[src/rtl/systolic_array_pkg.sv]
// Shared types and constants for the SPAD-fed systolic array and its job scheduler.
// No ports; this package holds the result word type, the scheduler FSM encoding
// and the scheduler's default drain and watchdog limits.
package systolic_array_pkg;

    localparam int SA_N   = 4;
    localparam int WORD_W = 16;

    typedef logic [WORD_W-1:0] word_t;

    typedef enum logic [2:0] {
        S_IDLE,
        S_ISSUE,
        S_WAIT_HI,
        S_RUN,
        S_DRAIN,
        S_EMIT,
        S_FIN,
        S_ABORT
    } sched_state_t;

    // Drain covers the array's skewed output pipeline: two passes of the lane count.
    localparam int SCHED_DRAIN   = 2 * SA_N;
    localparam int SCHED_TMO     = 64;
    // Window in which the array must acknowledge a start by raising busy.
    localparam int SCHED_WAIT_HI = 4;

endpackage

[src/rtl/sa_job_sched_watchdog.sv]
// Loadable down-counter that flags the final cycle of a timing window.
// Ports: clk, n_rst (async, active-high), i_clear, i_load/i_limit, i_en, o_expired.
// o_expired is high during the last enabled cycle of a window loaded with i_limit.
module sa_watchdog #(
    parameter int CW = 7
) (
    input  logic          clk,
    input  logic          n_rst,
    input  logic          i_clear,
    input  logic          i_load,
    input  logic [CW-1:0] i_limit,
    input  logic          i_en,
    output logic          o_expired
);

    logic [CW-1:0] r_cnt;

    always_ff @(posedge clk or posedge n_rst) begin
        if (n_rst) begin
            r_cnt <= '0;
        end else if (i_clear) begin
            r_cnt <= '0;
        end else if (i_load) begin
            r_cnt <= i_limit;
        end else if (i_en && (r_cnt != '0)) begin
            r_cnt <= r_cnt - 1'b1;
        end
    end

    // A window of L cycles counts L..1; the cycle showing 1 is the last one allowed.
    assign o_expired = i_en && (r_cnt == CW'(1));

endmodule

[src/rtl/sa_job_sched.sv]
// Job scheduler: issues one start per tile to top_pd, waits busy+drain, emits the result.
// Latency: start 1 cycle after accept; result valid DRAIN+1 cycles after busy falls.
// Backpressure: result held on res_*_o until res_ready_i; no new tile starts meanwhile.
// Ports: job_* descriptor in (valid/ready), start_o/base_addr_*_o and busy_i/y_i to/from
// top_pd, res_* result out (valid/ready), done_o/err_o end-of-job pulses.
module sa_job_sched
    import systolic_array_pkg::*;
#(
    parameter int N     = SA_N,
    parameter int AW    = 6,
    parameter int TW    = 4,
    parameter int DRAIN = SCHED_DRAIN,
    parameter int TMO   = SCHED_TMO
) (
    input  logic          clk,
    input  logic          n_rst,
    input  logic          job_valid_i,
    output logic          job_ready_o,
    input  logic [AW-1:0] job_base_x_i,
    input  logic [AW-1:0] job_base_w_i,
    input  logic [AW-1:0] job_stride_x_i,
    input  logic [AW-1:0] job_stride_w_i,
    input  logic [TW-1:0] job_ntiles_i,
    output logic          start_o,
    output logic [AW-1:0] base_addr_x_o,
    output logic [AW-1:0] base_addr_w_o,
    input  logic          busy_i,
    input  word_t         y_i [N],
    output logic          res_valid_o,
    input  logic          res_ready_i,
    output word_t         res_data_o [N],
    output logic [TW-1:0] res_tile_o,
    output logic          done_o,
    output logic          err_o
);

    localparam int WD_MAX = (TMO > SCHED_WAIT_HI) ? TMO : SCHED_WAIT_HI;
    localparam int CW     = $clog2(WD_MAX + 1);
    localparam int DW     = $clog2(DRAIN + 1);

    sched_state_t  r_state;
    logic          r_job_ready;
    logic          r_start;
    logic          r_done;
    logic          r_err;
    logic          r_res_valid;
    logic [AW-1:0] r_addr_x;
    logic [AW-1:0] r_addr_w;
    logic [AW-1:0] r_stride_x;
    logic [AW-1:0] r_stride_w;
    logic [TW-1:0] r_ntiles;
    logic [TW-1:0] r_t;
    logic [TW-1:0] r_res_tile;
    logic [DW-1:0] r_dcnt;
    word_t         r_res_data [N];

    logic          w_wd_clear;
    logic          w_wd_load;
    logic          w_wd_en;
    logic [CW-1:0] w_wd_limit;
    logic          w_wd_expired;

    // One watchdog serves both waits: armed with the short acknowledge window while
    // the start pulse is out, re-armed with TMO on the cycle busy is first seen.
    assign w_wd_clear = (r_state == S_IDLE);
    assign w_wd_load  = (r_state == S_ISSUE) || ((r_state == S_WAIT_HI) && busy_i);
    assign w_wd_en    = (r_state == S_WAIT_HI) || (r_state == S_RUN);
    assign w_wd_limit = (r_state == S_ISSUE) ? CW'(SCHED_WAIT_HI) : CW'(TMO);

    sa_watchdog #(.CW(CW)) u_wd (
        .clk       (clk),
        .n_rst     (n_rst),
        .i_clear   (w_wd_clear),
        .i_load    (w_wd_load),
        .i_limit   (w_wd_limit),
        .i_en      (w_wd_en),
        .o_expired (w_wd_expired)
    );

    always_ff @(posedge clk or posedge n_rst) begin
        if (n_rst) begin
            r_state     <= S_IDLE;
            r_job_ready <= 1'b0;
            r_start     <= 1'b0;
            r_done      <= 1'b0;
            r_err       <= 1'b0;
            r_res_valid <= 1'b0;
            r_addr_x    <= '0;
            r_addr_w    <= '0;
            r_stride_x  <= '0;
            r_stride_w  <= '0;
            r_ntiles    <= '0;
            r_t         <= '0;
            r_res_tile  <= '0;
            r_dcnt      <= '0;
            r_res_data  <= '{default: '0};
        end else begin
            r_start <= 1'b0;
            r_done  <= 1'b0;
            r_err   <= 1'b0;
            case (r_state)
                S_IDLE: begin
                    // Ready is held low for the first cycle out of reset.
                    if (!r_job_ready) begin
                        r_job_ready <= 1'b1;
                    end else if (job_valid_i) begin
                        r_job_ready <= 1'b0;
                        r_addr_x    <= job_base_x_i;
                        r_addr_w    <= job_base_w_i;
                        r_stride_x  <= job_stride_x_i;
                        r_stride_w  <= job_stride_w_i;
                        r_ntiles    <= job_ntiles_i;
                        r_t         <= '0;
                        if (job_ntiles_i == '0) begin
                            r_done  <= 1'b1;
                            r_state <= S_FIN;
                        end else begin
                            r_start <= 1'b1;
                            r_state <= S_ISSUE;
                        end
                    end
                end
                S_ISSUE: r_state <= S_WAIT_HI;
                S_WAIT_HI: begin
                    if (busy_i) begin
                        r_state <= S_RUN;
                    end else if (w_wd_expired) begin
                        r_done  <= 1'b1;
                        r_err   <= 1'b1;
                        r_state <= S_ABORT;
                    end
                end
                S_RUN: begin
                    // A fall on the last allowed cycle still counts as completion.
                    if (!busy_i) begin
                        r_dcnt  <= '0;
                        r_state <= S_DRAIN;
                    end else if (w_wd_expired) begin
                        r_done  <= 1'b1;
                        r_err   <= 1'b1;
                        r_state <= S_ABORT;
                    end
                end
                S_DRAIN: begin
                    if (r_dcnt == DW'(DRAIN - 1)) begin
                        r_res_data  <= y_i;
                        r_res_tile  <= r_t;
                        r_res_valid <= 1'b1;
                        r_state     <= S_EMIT;
                    end else begin
                        r_dcnt <= r_dcnt + 1'b1;
                    end
                end
                S_EMIT: begin
                    if (res_ready_i) begin
                        r_res_valid <= 1'b0;
                        if (r_t == r_ntiles - 1'b1) begin
                            r_done  <= 1'b1;
                            r_state <= S_FIN;
                        end else begin
                            // Running sums replace base + t*stride; wrap is intended.
                            r_t      <= r_t + 1'b1;
                            r_addr_x <= r_addr_x + r_stride_x;
                            r_addr_w <= r_addr_w + r_stride_w;
                            r_start  <= 1'b1;
                            r_state  <= S_ISSUE;
                        end
                    end
                end
                S_FIN, S_ABORT: begin
                    r_job_ready <= 1'b1;
                    r_state     <= S_IDLE;
                end
                default: r_state <= S_IDLE;
            endcase
        end
    end

    assign job_ready_o   = r_job_ready;
    assign start_o       = r_start;
    assign base_addr_x_o = r_addr_x;
    assign base_addr_w_o = r_addr_w;
    assign res_valid_o   = r_res_valid;
    assign res_data_o    = r_res_data;
    assign res_tile_o    = r_res_tile;
    assign done_o        = r_done;
    assign err_o         = r_err;

endmodule

[config.mk]
export PLATFORM = sky130hd
export DESIGN_NAME = sa_job_sched
export DESIGN_NICKNAME = d
export VERILOG_FILES = /design/src/rtl/systolic_array_pkg.sv /design/src/rtl/sa_job_sched_watchdog.sv /design/src/rtl/sa_job_sched.sv
export SDC_FILE = /design/constraint.sdc
export NUM_CORES = 1
export LEC_CHECK = 0
export BUFFER_PORTS_ARGS = -buffer_cell sky130_fd_sc_hd__buf_4
export CAP_MARGIN = 30
export CORE_ASPECT_RATIO = 0.6
export CORE_MARGIN = 3
export CORE_UTILIZATION = 55
export CTS_BUF_LIST = sky130_fd_sc_hd__clkbuf_4
export DETAILED_ROUTE_END_ITERATION = 10
export PLACE_DENSITY = 0.86
export SKIP_LAST_GASP = 1
export SYNTH_ARGS = -nofsm -noshare
export SYNTH_HDL_FRONTEND = slang
export SYNTH_SLANG_ARGS = --single-unit
[constraint.sdc]
create_clock -name clk -period 5.8 [get_ports clk]
set_input_delay 0.29 -clock clk [delete_from_list [all_inputs] [get_ports clk]]
set_output_delay 0.29 -clock clk [all_outputs]
set_load 0.02 [all_outputs]
==> impl_metrics.py <==
metrics = {
    "status": {
        "status": "completed",
    },
    "timing": {
        "fmax_ghz": 0.3612,
        "slew_headroom_pct": 41.68,
        "rsz0062_at_grt": "no",
        "worst_slack_ns": 3.031,
        "fin_setup_tns_ns": 0,
        "timing.final.crit_share_pct": 47.73,
        "setup-violations-final": 0,
        "drv_slew": 0,
        "finalHoldViolCount": 0,
        "fin_skew_ns": 0.02671,
        "worst_pin_slew_ns": 0.8716,
        "period_needed_ns": 2.769,
    },
    "worst_setup_path": {
        "cp_slowest_cell": "buf_4",
        "cp-startpoint": "r_state[1]",
        "cp_max_fo": 57,
        "critPathKind": "register to register",
        "ff2ff_setup_slack_ns": 3.03,
        "cp_num_buf_inv": 1,
        "max_stage_delay_ns": 0.67,
        "worst_r2r_path_depth": 5,
        "cp.depth": 5,
        "critPathCapture": "res_data_o[57]",
        "r2r-end": "res_data_o[57]",
        "required_ns": 6.23,
        "crit_path_start_kind": "register",
        "arrival_ns": 3.19,
        "endpoint_kind": "register",
        "cp_cell_sequence": "nor2_2 > nand2_1 > nor2_4 > buf_4 > mux2_2",
        "cp_top_family": "simple AND/OR/NAND/NOR gates",
        "rr_startpoint": "r_state[1]",
    },
    "floorplanning": {
        "die-area_um2": 11340,
        "dieHeight_um": 83.68,
        "core_um2": 9459,
        "fp.dieW_um": 135.5,
        "rows": 27,
        "initial_utilization_pct": 58.48,
        "io_pins": 182,
    },
    "global_routing": {
        "grt_pass1_vias": 5056,
        "grt_usage_pct": 30.58,
        "grt_overflow": 0,
        "antenna_found_initial": 1,
        "grt_pass1_wl_um": 26720,
        "grt_max_degree": 58,
    },
    "worst_hold_path": {
        "min-delay-path-class": "primary input to register",
        "hold_path_depth": 3,
    },
    "finish": {
        "drive_gt1_share_pct": 39.68,
        "layout.nets": 853,
        "layout_common_cells": "buf_4, dfrtp_1, dlygate4sd3_1",
        "area_growth_pct": 45.80,
        "final_common_cell": "buf_4",
    },
    "clock_network": {
        "cts-buffers-inserted": 17,
        "tritoncts": "built",
        "clk_pin_slew_ns": 0.11,
        "numClockSinks": 119,
        "htreeDepth": 4,
        "clock_latency_ns": 0.55,
        "cts_root_buf": "clkbuf_4",
        "cts_buffer_depth": 2,
    },
    "place": {
        "gp_congestion": 0.8904,
        "port_buffers": 181,
        "dpl.hpwl_um": 10320,
        "pre_cts_slack_ns": 3.131,
    },
    "logic_synthesis": {
        "yosysSeqAreaShare_pct": 53.83,
        "ys_ff_latch": 119,
        "syn_area_per_cell_um2": 11.74,
        "synth_warnings": 0,
        "synth_fp_nets": 586,
        "dominantRegCellSynth": "dfrtp_1",
        "netlist_instances": 471,
        "synth-async-reset-ratio_pct": 100.0,
        "syn_area_um2": 5532,
        "synth.distinct_cells": 57,
        "synth_edf_count": 0,
    },
    "pwr": {
        "peakVddDrop_uv": 274.1,
        "power_density_nw_per_um2": 399.8,
        "power_leakage_uw": 0.004066,
    },
    "run": {
        "drv_cap": 0,
    },
    "route": {
        "drt_iter0_markers": 437,
        "dr.pass1.iters": 5,
        "wl_per_cell_um": 19.93,
        "drc": 0,
        "ant_nets": 0,
        "num_vias": 4903,
        "drt-total-wl_um": 17580,
        "avgViaCountPerCell": 5.559,
    },
}
## cells by family (layout without fill, tap and decap cells)
family	Yosys count	in the layout	synth area share [%]
buffers and inverters	39	319	3.619
XOR/XNOR	9	9	1.674
AND/OR/NAND/NOR	127	127	11.06
multiplexers	72	72	14.61
other	0	1	0
adder cells (fa/ha/maj)	19	19	4.524
flip-flops	119	119	53.83
AO/OA/AOI/OAI	86	86	10.68
## cell usage after synthesis, drive strengths merged (3+ instances only)
cell type	instances	area (um2)
a211oi	7	52.55
a21oi	14	77.58
a31oi	3	25.02
buf	15	110.1
clkbuf	5	18.77
dfrtp	119	2978
ha	16	200.2
inv	19	71.32
mux2	70	788.3
nand2	58	220.2
nand2b	3	18.77
nand3	12	60.06
nand3b	3	22.52
nor2	23	88.84
nor2b	7	43.79
nor3	7	35.03
nor4	3	33.78
nor4b	3	32.53
o21a	4	30.03
o21ai	30	153.9
o22a	5	43.79
o31ai	6	58.81
xnor2	4	35.03
xor2	4	35.03
## worst register-to-register path, stage by stage, from the launching register on
cell	delay, ns
dfrtp_1	0.55
nor2_2	0.35
nand2_1	0.18
nor2_4	0.41
buf_4	0.67
mux2_2	0.50
## final cells by class
class | count | area, um2
Clock buffer | 21 | 157.7
Clock inverter | 11 | 83.83
Multi-Input combinational cell | 313 | 2361
Sequential cell | 119 | 2978
Inverter | 19 | 73.82
Tap cell | 130 | 162.7
Timing Repair Buffer | 268 | 2246
Fill cell | 474 | 1394
Antenna cell | 1 | 2.502
## what timing repair did
| action | CTS | global route |
|---|---|---|
| hold buffers | 81 | 0 |
| resized for setup | 0 | 0 |
| setup buffers | 0 | 0 |
| endpoints found under the hold margin | 114 | 0 |
| endpoints found under the setup margin | 0 | 0 |
## per-layer routing
| layer | track usage (%) | vias to the layer above | routed length, um |
|---|---|---|---|
| li1 | - | 2202 | - |
| met1 | 38.00 | 2401 | 6945 |
| met2 | 51.35 | 261 | 8684 |
| met3 | 9.036 | 39 | 1501 |
| met4 | 10.16 | 0 | 442 |
| met5 | 0 | - | 0 |
## sequential cells by signal, summed over array words and instances, names as in the netlist
| name | cells |
|---|---|
| res_data_o | 64 |
| u_wd.r_cnt | 7 |
| base_addr_w_o | 6 |
| base_addr_x_o | 6 |
| r_stride_w | 6 |
| r_stride_x | 6 |
| r_dcnt | 4 |
| r_ntiles | 4 |
| r_t | 4 |
| res_tile_o | 4 |
| r_state | 3 |
| done_o | 1 |
| err_o | 1 |
| job_ready_o | 1 |
| res_valid_o | 1 |
| start_o | 1 |
## power by group
| part | switching (uW) | internal [uW] |
|---|---|---|
| Clock | 325 | 224 |
| Combinational | 780 | 639 |
| Sequential | 220 | 1040 |
| Total | 1320 | 1900 |
## stage by stage
stage	hold WS (ns)	std cells	utilization, %	area (um2)	total power (uW)
after floorplan	0.3954	471	-	5532	2127
after global placement	0.3300	765	73.55	6957	2481
after detailed placement	0.3345	767	73.96	6995	2566
after CTS	0.01709	880	85.08	8048	3139
after global routing	0.01372	882	85.26	8065	3404
final	0.03045	882	85.26	8065	3225
## worst min-delay path by stage
stage | slack (ns) | from | to
detailed placement | 0.33 | n_rst | res_data_o[20]
finish | 0.03 | job_base_x_i[1] | base_addr_x_o[1]
global placement | 0.33 | n_rst | res_data_o[20]
CTS | 0.02 | res_ready_i | done_o
floorplan | 0.40 | job_ntiles_i[2] | r_ntiles[2]
global route | 0.01 | res_ready_i | done_o
(Power assumes the default switching activity.)
